[src/rtl/fp_pe_seq_ctrl_if.sv]
// fp_pe_seq_ctrl_if: scheduler-side handshake and bus signals of the fp_pe tile sequencer.
//   start / cfg_num_tiles / cfg_num_passes : job request, config sampled on start
//   busy / cfg_err / done                  : job status back to the scheduler
//   w_valid / w_ready                      : weight-load beats
//   d_valid / d_ready                      : activation beats
//   res_valid / res_pass_idx               : per-pass result strobe and its pass index
// master = scheduler/feeder side, slave = sequencer side.
interface fp_pe_seq_ctrl_if #(
    parameter int PW = 8
);
    logic          start;
    logic [6:0]    cfg_num_tiles;
    logic [PW-1:0] cfg_num_passes;
    logic          busy;
    logic          cfg_err;
    logic          w_valid;
    logic          w_ready;
    logic          d_valid;
    logic          d_ready;
    logic          res_valid;
    logic [PW-1:0] res_pass_idx;
    logic          done;

    modport master (
        output start, cfg_num_tiles, cfg_num_passes, w_valid, d_valid,
        input  busy, cfg_err, w_ready, d_ready, res_valid, res_pass_idx, done
    );

    modport slave (
        input  start, cfg_num_tiles, cfg_num_passes, w_valid, d_valid,
        output busy, cfg_err, w_ready, d_ready, res_valid, res_pass_idx, done
    );
endinterface

[src/rtl/fp_pe_seq_ctrl.sv]
// fp_pe_seq_ctrl: sequencer for one fp_pe tile (weight load, pointer align, compute passes, result strobe).
// Ports:
//   clk, reset (synchronous, active-low)
//   bus                : fp_pe_seq_ctrl_if.slave (start/cfg/busy/cfg_err/done, w and d handshakes, results)
//   o_pe_is_new_weight : toggle level, one toggle per accepted weight beat
//   o_pe_read_enable   : buffer read strobe (ALIGN cycles and accepted activation beats)
//   o_pe_data_load     : accepted activation beat delayed one cycle
//   o_pe_reset_pp      : partial-product clear
//   o_perf_active_cyc, o_perf_stall_cyc : only when FP_PE_SEQ_PERF_EN is defined
// Optional feature macro: FP_PE_SEQ_PERF_EN (busy-cycle and compute-stall counters).
module fp_pe_seq_ctrl #(
    parameter int DEPTH    = 64,
    parameter int PIPE_LAT = 3,
    parameter int PW       = 8
) (
    input  logic              clk,
    input  logic              reset,
    fp_pe_seq_ctrl_if.slave   bus,
    output logic              o_pe_is_new_weight,
    output logic              o_pe_read_enable,
    output logic              o_pe_data_load,
    output logic              o_pe_reset_pp
`ifdef FP_PE_SEQ_PERF_EN
    ,
    output logic [31:0]       o_perf_active_cyc,
    output logic [31:0]       o_perf_stall_cyc
`endif
);
    localparam logic [2:0] S_IDLE    = 3'd0;
    localparam logic [2:0] S_LOAD    = 3'd1;
    localparam logic [2:0] S_ALIGN   = 3'd2;
    localparam logic [2:0] S_COMPUTE = 3'd3;
    localparam logic [2:0] S_DRAIN   = 3'd4;
    localparam logic [2:0] S_DONE    = 3'd5;

    localparam int          DW      = $clog2(PIPE_LAT + 1);
    localparam logic [6:0]  DEPTH_C = 7'(DEPTH);
    localparam logic [DW-1:0] PIPE_C = DW'(PIPE_LAT);

    logic [2:0]    r_state;
    logic [6:0]    r_n;
    logic [PW-1:0] r_p;
    logic [PW-1:0] r_pass;
    // r_cnt doubles as beat counter in LOAD/COMPUTE and as buffer pointer in ALIGN
    logic [6:0]    r_cnt;
    logic [DW-1:0] r_dcnt;
    logic          r_toggle;
    logic          r_data_load;
    logic          r_cfg_err;

    logic w_cfg_ok;
    logic w_start_ok;
    logic w_res;
    logic w_more;
    logic w_ptr_zero;

    assign w_cfg_ok   = bus.cfg_num_tiles != 7'd0 && bus.cfg_num_tiles <= DEPTH_C && bus.cfg_num_passes != '0;
    assign w_start_ok = r_state == S_IDLE && bus.start && w_cfg_ok;
    // result is strobed on the cycle the drain count reaches zero, PIPE_LAT cycles after the last read
    assign w_res      = r_state == S_DRAIN && r_dcnt == DW'(1);
    assign w_more     = (r_pass + PW'(1)) < r_p;
    // N == DEPTH leaves the shared pointer back at 0, so no alignment is needed
    assign w_ptr_zero = r_n == DEPTH_C;

    always_ff @(posedge clk) begin
        if (!reset) begin
            r_state     <= S_IDLE;
            r_n         <= '0;
            r_p         <= '0;
            r_pass      <= '0;
            r_cnt       <= '0;
            r_dcnt      <= '0;
            r_toggle    <= 1'b0;
            r_data_load <= 1'b0;
            r_cfg_err   <= 1'b0;
        end else begin
            r_cfg_err   <= r_state == S_IDLE && bus.start && !w_cfg_ok;
            r_data_load <= r_state == S_COMPUTE && bus.d_valid;
            case (r_state)
                S_IDLE: if (w_start_ok) begin
                    r_n     <= bus.cfg_num_tiles;
                    r_p     <= bus.cfg_num_passes;
                    r_pass  <= '0;
                    r_cnt   <= '0;
                    r_state <= S_LOAD;
                end
                S_LOAD: if (bus.w_valid) begin
                    r_toggle <= ~r_toggle;
                    r_cnt    <= r_cnt + 7'd1;
                    if (r_cnt == r_n - 7'd1) begin
                        r_state <= w_ptr_zero ? S_COMPUTE : S_ALIGN;
                        r_cnt   <= w_ptr_zero ? 7'd0 : r_n;
                    end
                end
                S_ALIGN: begin
                    r_cnt <= r_cnt + 7'd1;
                    if (r_cnt == DEPTH_C - 7'd1) begin
                        r_cnt   <= 7'd0;
                        r_state <= S_COMPUTE;
                    end
                end
                S_COMPUTE: if (bus.d_valid) begin
                    r_cnt <= r_cnt + 7'd1;
                    if (r_cnt == r_n - 7'd1) begin
                        r_dcnt  <= PIPE_C;
                        r_state <= S_DRAIN;
                    end
                end
                S_DRAIN: begin
                    r_dcnt <= r_dcnt - DW'(1);
                    if (w_res) begin
                        r_pass  <= r_pass + PW'(1);
                        r_cnt   <= w_ptr_zero ? 7'd0 : r_n;
                        r_state <= !w_more ? S_DONE : w_ptr_zero ? S_COMPUTE : S_ALIGN;
                    end
                end
                default: r_state <= S_IDLE;
            endcase
        end
    end

    assign bus.busy          = r_state != S_IDLE;
    assign bus.cfg_err       = r_cfg_err;
    assign bus.w_ready       = r_state == S_LOAD;
    assign bus.d_ready       = r_state == S_COMPUTE;
    assign bus.res_valid     = w_res;
    assign bus.res_pass_idx  = r_pass;
    assign bus.done          = r_state == S_DONE;
    assign o_pe_is_new_weight = r_toggle;
    assign o_pe_read_enable   = r_state == S_ALIGN || (r_state == S_COMPUTE && bus.d_valid);
    assign o_pe_data_load     = r_data_load;
    // partial products accumulate only while computing and draining toward the strobe
    assign o_pe_reset_pp      = !(r_state == S_COMPUTE || (r_state == S_DRAIN && !w_res));

`ifdef FP_PE_SEQ_PERF_EN
    logic [31:0] r_perf_act;
    logic [31:0] r_perf_stall;

    always_ff @(posedge clk) begin
        if (!reset) begin
            r_perf_act   <= '0;
            r_perf_stall <= '0;
        end else begin
            r_perf_act   <= w_start_ok ? '0 :
                            (r_state != S_IDLE && r_perf_act != '1) ? r_perf_act + 32'd1 : r_perf_act;
            r_perf_stall <= w_start_ok ? '0 :
                            (r_state == S_COMPUTE && !bus.d_valid && r_perf_stall != '1) ? r_perf_stall + 32'd1 : r_perf_stall;
        end
    end

    assign o_perf_active_cyc = r_perf_act;
    assign o_perf_stall_cyc  = r_perf_stall;
`endif
endmodule

[src/flat_wrapper.sv]
// flat-port wrapper written by rule: the top's interface ports become plain ports
module fp_pe_seq_ctrl_flat 
#(
    parameter int DEPTH    = 64,
    parameter int PIPE_LAT = 3,
    parameter int PW       = 8
)
  (clk, reset, o_pe_is_new_weight, o_pe_read_enable, o_pe_data_load, o_pe_reset_pp, bus_start, bus_cfg_num_tiles, bus_cfg_num_passes, bus_w_valid, bus_d_valid, bus_busy, bus_cfg_err, bus_w_ready, bus_d_ready, bus_res_valid, bus_res_pass_idx, bus_done);
  fp_pe_seq_ctrl_if #(.PW(PW)) bus_i ();
  input  logic clk;
  input  logic reset;
  output logic o_pe_is_new_weight;
  output logic o_pe_read_enable;
  output logic o_pe_data_load;
  output logic o_pe_reset_pp;
  input wire logic [$bits(bus_i.start)-1:0] bus_start;
  input wire logic [$bits(bus_i.cfg_num_tiles)-1:0] bus_cfg_num_tiles;
  input wire logic [$bits(bus_i.cfg_num_passes)-1:0] bus_cfg_num_passes;
  input wire logic [$bits(bus_i.w_valid)-1:0] bus_w_valid;
  input wire logic [$bits(bus_i.d_valid)-1:0] bus_d_valid;
  output wire logic [$bits(bus_i.busy)-1:0] bus_busy;
  output wire logic [$bits(bus_i.cfg_err)-1:0] bus_cfg_err;
  output wire logic [$bits(bus_i.w_ready)-1:0] bus_w_ready;
  output wire logic [$bits(bus_i.d_ready)-1:0] bus_d_ready;
  output wire logic [$bits(bus_i.res_valid)-1:0] bus_res_valid;
  output wire logic [$bits(bus_i.res_pass_idx)-1:0] bus_res_pass_idx;
  output wire logic [$bits(bus_i.done)-1:0] bus_done;
  assign bus_i.start = bus_start;
  assign bus_i.cfg_num_tiles = bus_cfg_num_tiles;
  assign bus_i.cfg_num_passes = bus_cfg_num_passes;
  assign bus_i.w_valid = bus_w_valid;
  assign bus_i.d_valid = bus_d_valid;
  assign bus_busy = bus_i.busy;
  assign bus_cfg_err = bus_i.cfg_err;
  assign bus_w_ready = bus_i.w_ready;
  assign bus_d_ready = bus_i.d_ready;
  assign bus_res_valid = bus_i.res_valid;
  assign bus_res_pass_idx = bus_i.res_pass_idx;
  assign bus_done = bus_i.done;
  fp_pe_seq_ctrl #(.DEPTH(DEPTH), .PIPE_LAT(PIPE_LAT), .PW(PW)) u_core (.clk(clk), .reset(reset), .bus(bus_i), .o_pe_is_new_weight(o_pe_is_new_weight), .o_pe_read_enable(o_pe_read_enable), .o_pe_data_load(o_pe_data_load), .o_pe_reset_pp(o_pe_reset_pp));
endmodule
[config.mk]
export PLATFORM = sky130hd
export DESIGN_NAME = fp_pe_seq_ctrl_flat
export DESIGN_NICKNAME = d
export VERILOG_FILES = /design/src/rtl/fp_pe_seq_ctrl_if.sv /design/src/rtl/fp_pe_seq_ctrl.sv /design/src/flat_wrapper.sv
export SDC_FILE = /design/constraint.sdc
export NUM_CORES = 1
export LEC_CHECK = 0
export CORE_UTILIZATION = 35
export DETAILED_ROUTE_END_ITERATION = 8
export GPL_ROUTABILITY_DRIVEN = 1
export SETUP_SLACK_MARGIN = 0.05
export SYNTH_ARGS = -nofsm -noshare
export SYNTH_HDL_FRONTEND = slang
export SYNTH_SLANG_ARGS = --single-unit
[constraint.sdc]
create_clock -name clk -period 2.1 [get_ports clk]
set_input_delay 0.42 -clock clk [delete_from_list [all_inputs] [get_ports clk]]
set_output_delay 0.42 -clock clk [all_outputs]
set_load 0.05 [all_outputs]
### Word-level counts from Yosys, hierarchy flattened

Index checks and enable logic that the tools add are counted.

* add/sub/neg operators: 4
* multiply operators: 0
* div/mod/pow operators: 0
* magnitude comparators: 2
* equality and inequality tests: 16
* shifts and indexed selects: 0
* multiplexer cells: 24
* bitwise gates (word level): 1
* reduce and logical (&&, ||, !) cells: 26

Operator list (count)
* 7-bit 2-to-1 mux: 7
* 7-bit case mux with 5 select lines: 1
* 3-bit 2-to-1 mux: 8
* 8-bit 2-to-1 mux: 2
* 8-bit case mux with 2 select lines: 1
* 3-bit case mux with 5 select lines: 1
* 2-bit by 1-bit != test with 1-bit output, second input constant: 5
* 8-bit by 1-bit adder with 8-bit output, second input constant: 1
* 1-bit logical AND: 8
* 8-bit < comparator: 1
* 8-bit nonzero test: 1
* 7-bit by 1-bit adder with 7-bit output, second input constant: 1
* 7-bit by 6-bit == test with 1-bit output, second input constant: 1
* 7-bit == test: 1
* 7-bit == test, second input constant: 1
* 7-bit less-or-equal comparator, second input constant: 1
* 7-bit AND reduction: 1
* 7-bit nonzero test: 1
* 7-bit by 1-bit subtractor with 7-bit output, second input constant: 1
* 3-bit by 2-bit == test with 1-bit output, second input constant: 2
* 3-bit == test, second input constant: 2
* 3-bit AND reduction: 2
* 5-bit AND reduction: 1
* 5-bit nonzero test: 1
* other kinds (14): 21

* register bits: 38
* bits in latches: 0
* bits in writable memories: 0
* memory bits (read-only): 0
* input port bits: 20
* logic and storage cells: 82
* memories: 0

### Depth between registers and ports, before layout

Gate-level depths: netlist (run 1).

* depth after elaboration: 6
* mapped depth: 11
* gate-level depth less buffers: 11

### Worst setup path after synthesis (run 1)

No wires, ideal clock.

* kind: register to register
* start: reg u_core.r_pass[0] (netlist: u_core.bus.res_pass_idx[0])
* end: reg u_core.r_state[2]
* arrival time: 2.595 ns
* required time: 2.029 ns
* setup slack: -0.566 ns
* stages on the path, launching flop included: 12
* buffers on the path: 0
* clock period less this slack: 2.666 ns
* path through: dfxtp_1 > ha_1 > nand3_1 > nor2_1 > xor2_1 > ha_1 > nand2_1 > a2111oi_0 > o21ai_0 > a21oi_1 > o22ai_1 > a21oi_1

* longest elaborated chain between the ends: 5

Ends and longest elaborated chain
* start: declaration: line fp_pe_seq_ctrl.sv:43 `logic [PW-1:0] r_pass;`
* start signal: assignment: line fp_pe_seq_ctrl.sv:112 `r_pass <= r_pass + PW'(1);`
* 8-bit by 1-bit adder with 8-bit output: line fp_pe_seq_ctrl.sv:61 `assign w_more = (r_pass + PW'(1)) < r_p;`
* 8-bit < comparator: line fp_pe_seq_ctrl.sv:61
* 3-bit 2-to-1 mux: line fp_pe_seq_ctrl.sv:114 `r_state <= !w_more ? S_DONE : w_ptr_zero ? S_COMPUTE : S_ALIGN;`
* 3-bit 2-to-1 mux: line fp_pe_seq_ctrl.sv:111 `if (w_res) begin`
* 3-bit case mux with 5 select lines: line fp_pe_seq_ctrl.sv:79 `case (r_state)`
* end signal: assignment: line fp_pe_seq_ctrl.sv:91 `r_state <= w_ptr_zero ? S_COMPUTE : S_ALIGN;`
* end signal: assignment: line fp_pe_seq_ctrl.sv:114
* end: declaration: line fp_pe_seq_ctrl.sv:40 `logic [2:0] r_state;`

Every way passes these cells. The select of a mux whose other input is x is not followed.
A chain may end at the register's enable or synchronous reset.

### Final worst setup path (run 1)

* start: reg u_core.r_n[0]
* end: reg u_core.r_cnt[5]

* longest elaborated chain between the ends: 5

Ends and longest elaborated chain
* start: declaration: line fp_pe_seq_ctrl.sv:41 `logic [6:0] r_n;`
* start signal: assignment: line fp_pe_seq_ctrl.sv:81 `r_n <= bus.cfg_num_tiles;`
* 7-bit by 1-bit subtractor with 7-bit output or 7-bit == test (tied branches): line fp_pe_seq_ctrl.sv:90, fp_pe_seq_ctrl.sv:63
* 7-bit == test or 7-bit 2-to-1 mux (tied branches): line fp_pe_seq_ctrl.sv:90, fp_pe_seq_ctrl.sv:92, fp_pe_seq_ctrl.sv:113
* 7-bit 2-to-1 mux: line fp_pe_seq_ctrl.sv:90 `if (r_cnt == r_n - 7'd1) begin`
* 7-bit 2-to-1 mux: line fp_pe_seq_ctrl.sv:87 `S_LOAD: if (bus.w_valid) begin`
* 7-bit case mux with 5 select lines (*): line fp_pe_seq_ctrl.sv:79
* end signal: assignment: line fp_pe_seq_ctrl.sv:89 `r_cnt <= r_cnt + 7'd1;`
* end signal: assignment: line fp_pe_seq_ctrl.sv:92 `r_cnt <= w_ptr_zero ? 7'd0 : r_n;`
* end signal: assignment: line fp_pe_seq_ctrl.sv:96 `r_cnt <= r_cnt + 7'd1;`
* end: declaration: line fp_pe_seq_ctrl.sv:45 `logic [6:0] r_cnt;`

Every way passes the cells marked *; elsewhere a longest branch is shown, timed or not. The select of a mux whose other input is x is not followed.

==> summary.txt, run 1 <==
Net count, final: 404
Port Buf Inserts: 37
Hold Path Class: in2reg
Unrepaired setup endpoints after global routing: yes
Clock Path Buffers: 2
Final Wtd Congestion: 0.809
Die width: 85.4 um
Ports: 38
Critical Path Start Type: flop
Final Instance Area: 3680 um2
Clk pin slew, worst setup/hold paths: 0.07 ns
Leakage: 1.57 nW
Final setup margin: -0.110 ns
Hold path depth: 4
Gr usage total: 19.1%
Worst R2R Path Depth: 8
CTS Buf Count: 5
Fraction of the yosys area taken by sequential cells: 31.2%
Worst slew pin tran: 0.517 ns
Core Util, Final: 54.5%
Most frequent cells in the layout: buf_4, nor2_1, dfxtp_1
Placed cell area: 3280 um2
Cts hold-fix bufs: 0
Avg Cell Area, Syn: 8.34 um2
Leading cell type in the layout, fill and taps excluded: buf_4
Outcome: finished, violations left
DR WL/cell: 14.8 um
Pwr per Cell Area: 735 nW/um2
Initial antenna violation count: 0
Fin crit period: 2.21 ns
WP data required: 2.27 ns
Slew Limit Headroom: 65.3%
CTS root buffer: clkbuf_8
Antenna diodes: 0
Top FF cell, synth: dfxtp_1
Synth cell types: 55
Pre-CTS WS: -0.552 ns
Post-Syn Nets: 323
# H-tree levels: 2
Insertion delay to the later sink of the worst-skew pair: 0.29 ns
1st-pass router iterations: 4
Critical path class: reg2reg
Setup slack, reg-to-reg: -0.11 ns
Final Cycle Share: 105%
Netlist Area Pre-Place: 2440 um2
RR Startpoint: u_core.r_n[0]
Final HPWL DP: 4790 um
Max FO, Critical Path: 6
Area growth syn-to-layout: 51.2%
FF+latch count, synth: 38
Die ar.: 7300 um2
Final setup violation count: 8
Final Hold Vio Count: 0
Post-synth ARST share: 0%
CTS tree: built
Vias in the first global route: 2380
Post-Route WL: 6710 um
Die H: 85.4 um
Arr. time, crit path: 2.38 ns
Worst r2r dst: u_core.r_cnt[5]
Hold EP: u_core.r_n[3]
Mapped Cells: 292
Core area: 6760 um2
Sink Count: 38
Setup TNS: -0.438 ns
Final Slew Violations: 0
Drt drc: 0
Worst Skew: 0.0104 ns
CP endpoint kind: flop
Worst VDD drop: 0.753 mV
First-pass GRT wire length: 11100 um
Initial drt markers: 138
EDFF count, synth: 0
Warnings from Yosys: 0
Total of max-cap violations: 0
Fmax: 0.453 GHz
Starting Density: 36.1%
Row count: 30
Share of layout cells above drive strength 1: 35.9%
Via count: 2397
Beginning of the worst hold path: bus_cfg_num_tiles[3]
Grt ovf: 0
Violated checks: setup timing
Largest net degree at the start of global routing: 25
Final antenna-violating net count: 0
Via density: 5.29
[final cells by class]
| type | count | area (um2) |
|---|---|---|
| sequential | 38 | 782 |
| multi-input combinational | 225 | 1830 |
| clock buffer | 7 | 86.3 |
| fill | 607 | 3070 |
| timing repair buffer | 85 | 813 |
| tap | 80 | 100 |
| inverter | 18 | 67.6 |
[cells in the mapped netlist (5+ instances only)]
cell / number / area share (%)
xor2_1: 12 / 4.3
nand2b_1: 8 / 2.1
o21ai_0: 9 / 1.8
clkbuf_1: 5 / 0.77
xnor2_1: 5 / 1.8
nand2_1: 23 / 3.5
dfxtp_1: 38 / 31
mux2i_1: 16 / 6.6
a21oi_1: 20 / 4.1
inv_1: 17 / 2.6
and3_1: 7 / 1.8
nand3_1: 9 / 1.8
nor3_1: 8 / 1.6
nor2_1: 33 / 5.1
ha_1: 11 / 5.6
[metrics by stage]
| stage | hold WS [ns] | instances | power (W) |
|---|---|---|---|
| 2_1_floorplan | 0.441 | 292 | 0.00158 |
| 3_3_place_gp | 0.455 | 437 | 0.00200 |
| 3_5_place_dp | 0.462 | 437 | 0.00200 |
| 4_1_cts | 0.456 | 451 | 0.00267 |
| 5_1_grt | 0.473 | 453 | 0.00285 |
| 6_report | 0.452 | 453 | 0.00271 |
[kinds of logic (layout without fill, tap and decap cells)]
| family | after synthesis | count (layout) | synth area share (%) |
|---|---|---|---|
| fa+ha+maj | 11 | 11 | 5.65 |
| xor+xnor | 17 | 17 | 6.11 |
| buf+inv | 29 | 110 | 6.21 |
| flops | 38 | 38 | 31.2 |
| simple gates | 120 | 120 | 26.4 |
| mux | 16 | 16 | 6.57 |
| compound gates | 61 | 61 | 17.8 |
[worst max-delay path by stage]
stage	startpoint	to	slack, ns	cells past startpoint
after global placement	bus_cfg_num_tiles[0]	u_core.r_cnt[2]	-0.52	7
after global routing	u_core.r_n[0]	u_core.r_cnt[6]	-0.20	10
final	u_core.r_n[0]	u_core.r_cnt[5]	-0.11	8
after CTS	u_core.r_n[0]	u_core.r_cnt[1]	-0.08	8
after floorplan	u_core.bus.res_pass_idx[0]	u_core.r_state[0]	-0.03	11
after detailed placement	bus_cfg_num_tiles[0]	u_core.r_cnt[2]	-0.55	7
[layer usage]
metal	vias to the layer above	global-route usage, %	wire length (um)
li1	1208	-	-
met1	1114	24.5	3140
met2	65	32.1	3170
met3	10	3.70	285
met4	0	6.52	119
met5	-	0	0
[report_power, final]
group	switching, W	internal (W)
clock	0.000251	0.000261
combinational	0.000692	0.000641
sequential	0.0000825	0.000781
[critical path, stage by stage (launching register included)]
cell and delay, ns:
dfxtp_2 0.34, inv_2 0.07, ha_4 0.12, or3b_4 0.40, or3b_4 0.39, nand3_4 0.08
and4b_4 0.33, a211oi_2 0.07, a221o_1 0.29
[flip-flops by register name (all words and copies together) (netlist names)]
register	flops
u_core.r_dcnt	2
u_core.r_p	8
u_core.o_pe_data_load	1
u_core.bus.cfg_err	1
u_core.o_pe_is_new_weight	1
u_core.r_n	7
u_core.r_cnt	7
u_core.r_state	3
u_core.bus.res_pass_idx	8
[repair_timing]
action,in CTS,in global routing
pin swaps,34,17
cloned,1,0
endpoints found under the setup margin,38,39
setup buffers,6,2
resized for setup,56,20
No activity file was read; power rests on OpenSTA's default activity.
==> inputs of run 2 (changes only) <==
--- a/config.mk
+++ b/config.mk
@@ -6,9 +6,11 @@
 export NUM_CORES = 1
 export LEC_CHECK = 0
 export CORE_UTILIZATION = 35
+export CTS_CLUSTER_DIAMETER = 200
 export DETAILED_ROUTE_END_ITERATION = 8
 export GPL_ROUTABILITY_DRIVEN = 1
 export SETUP_SLACK_MARGIN = 0.05
+export SLEW_MARGIN = 10
 export SYNTH_ARGS = -nofsm -noshare
 export SYNTH_HDL_FRONTEND = slang
 export SYNTH_SLANG_ARGS = --single-unit
==> results of run 2 <==
Final layout, timing and power as in run 1 (identical DEF).
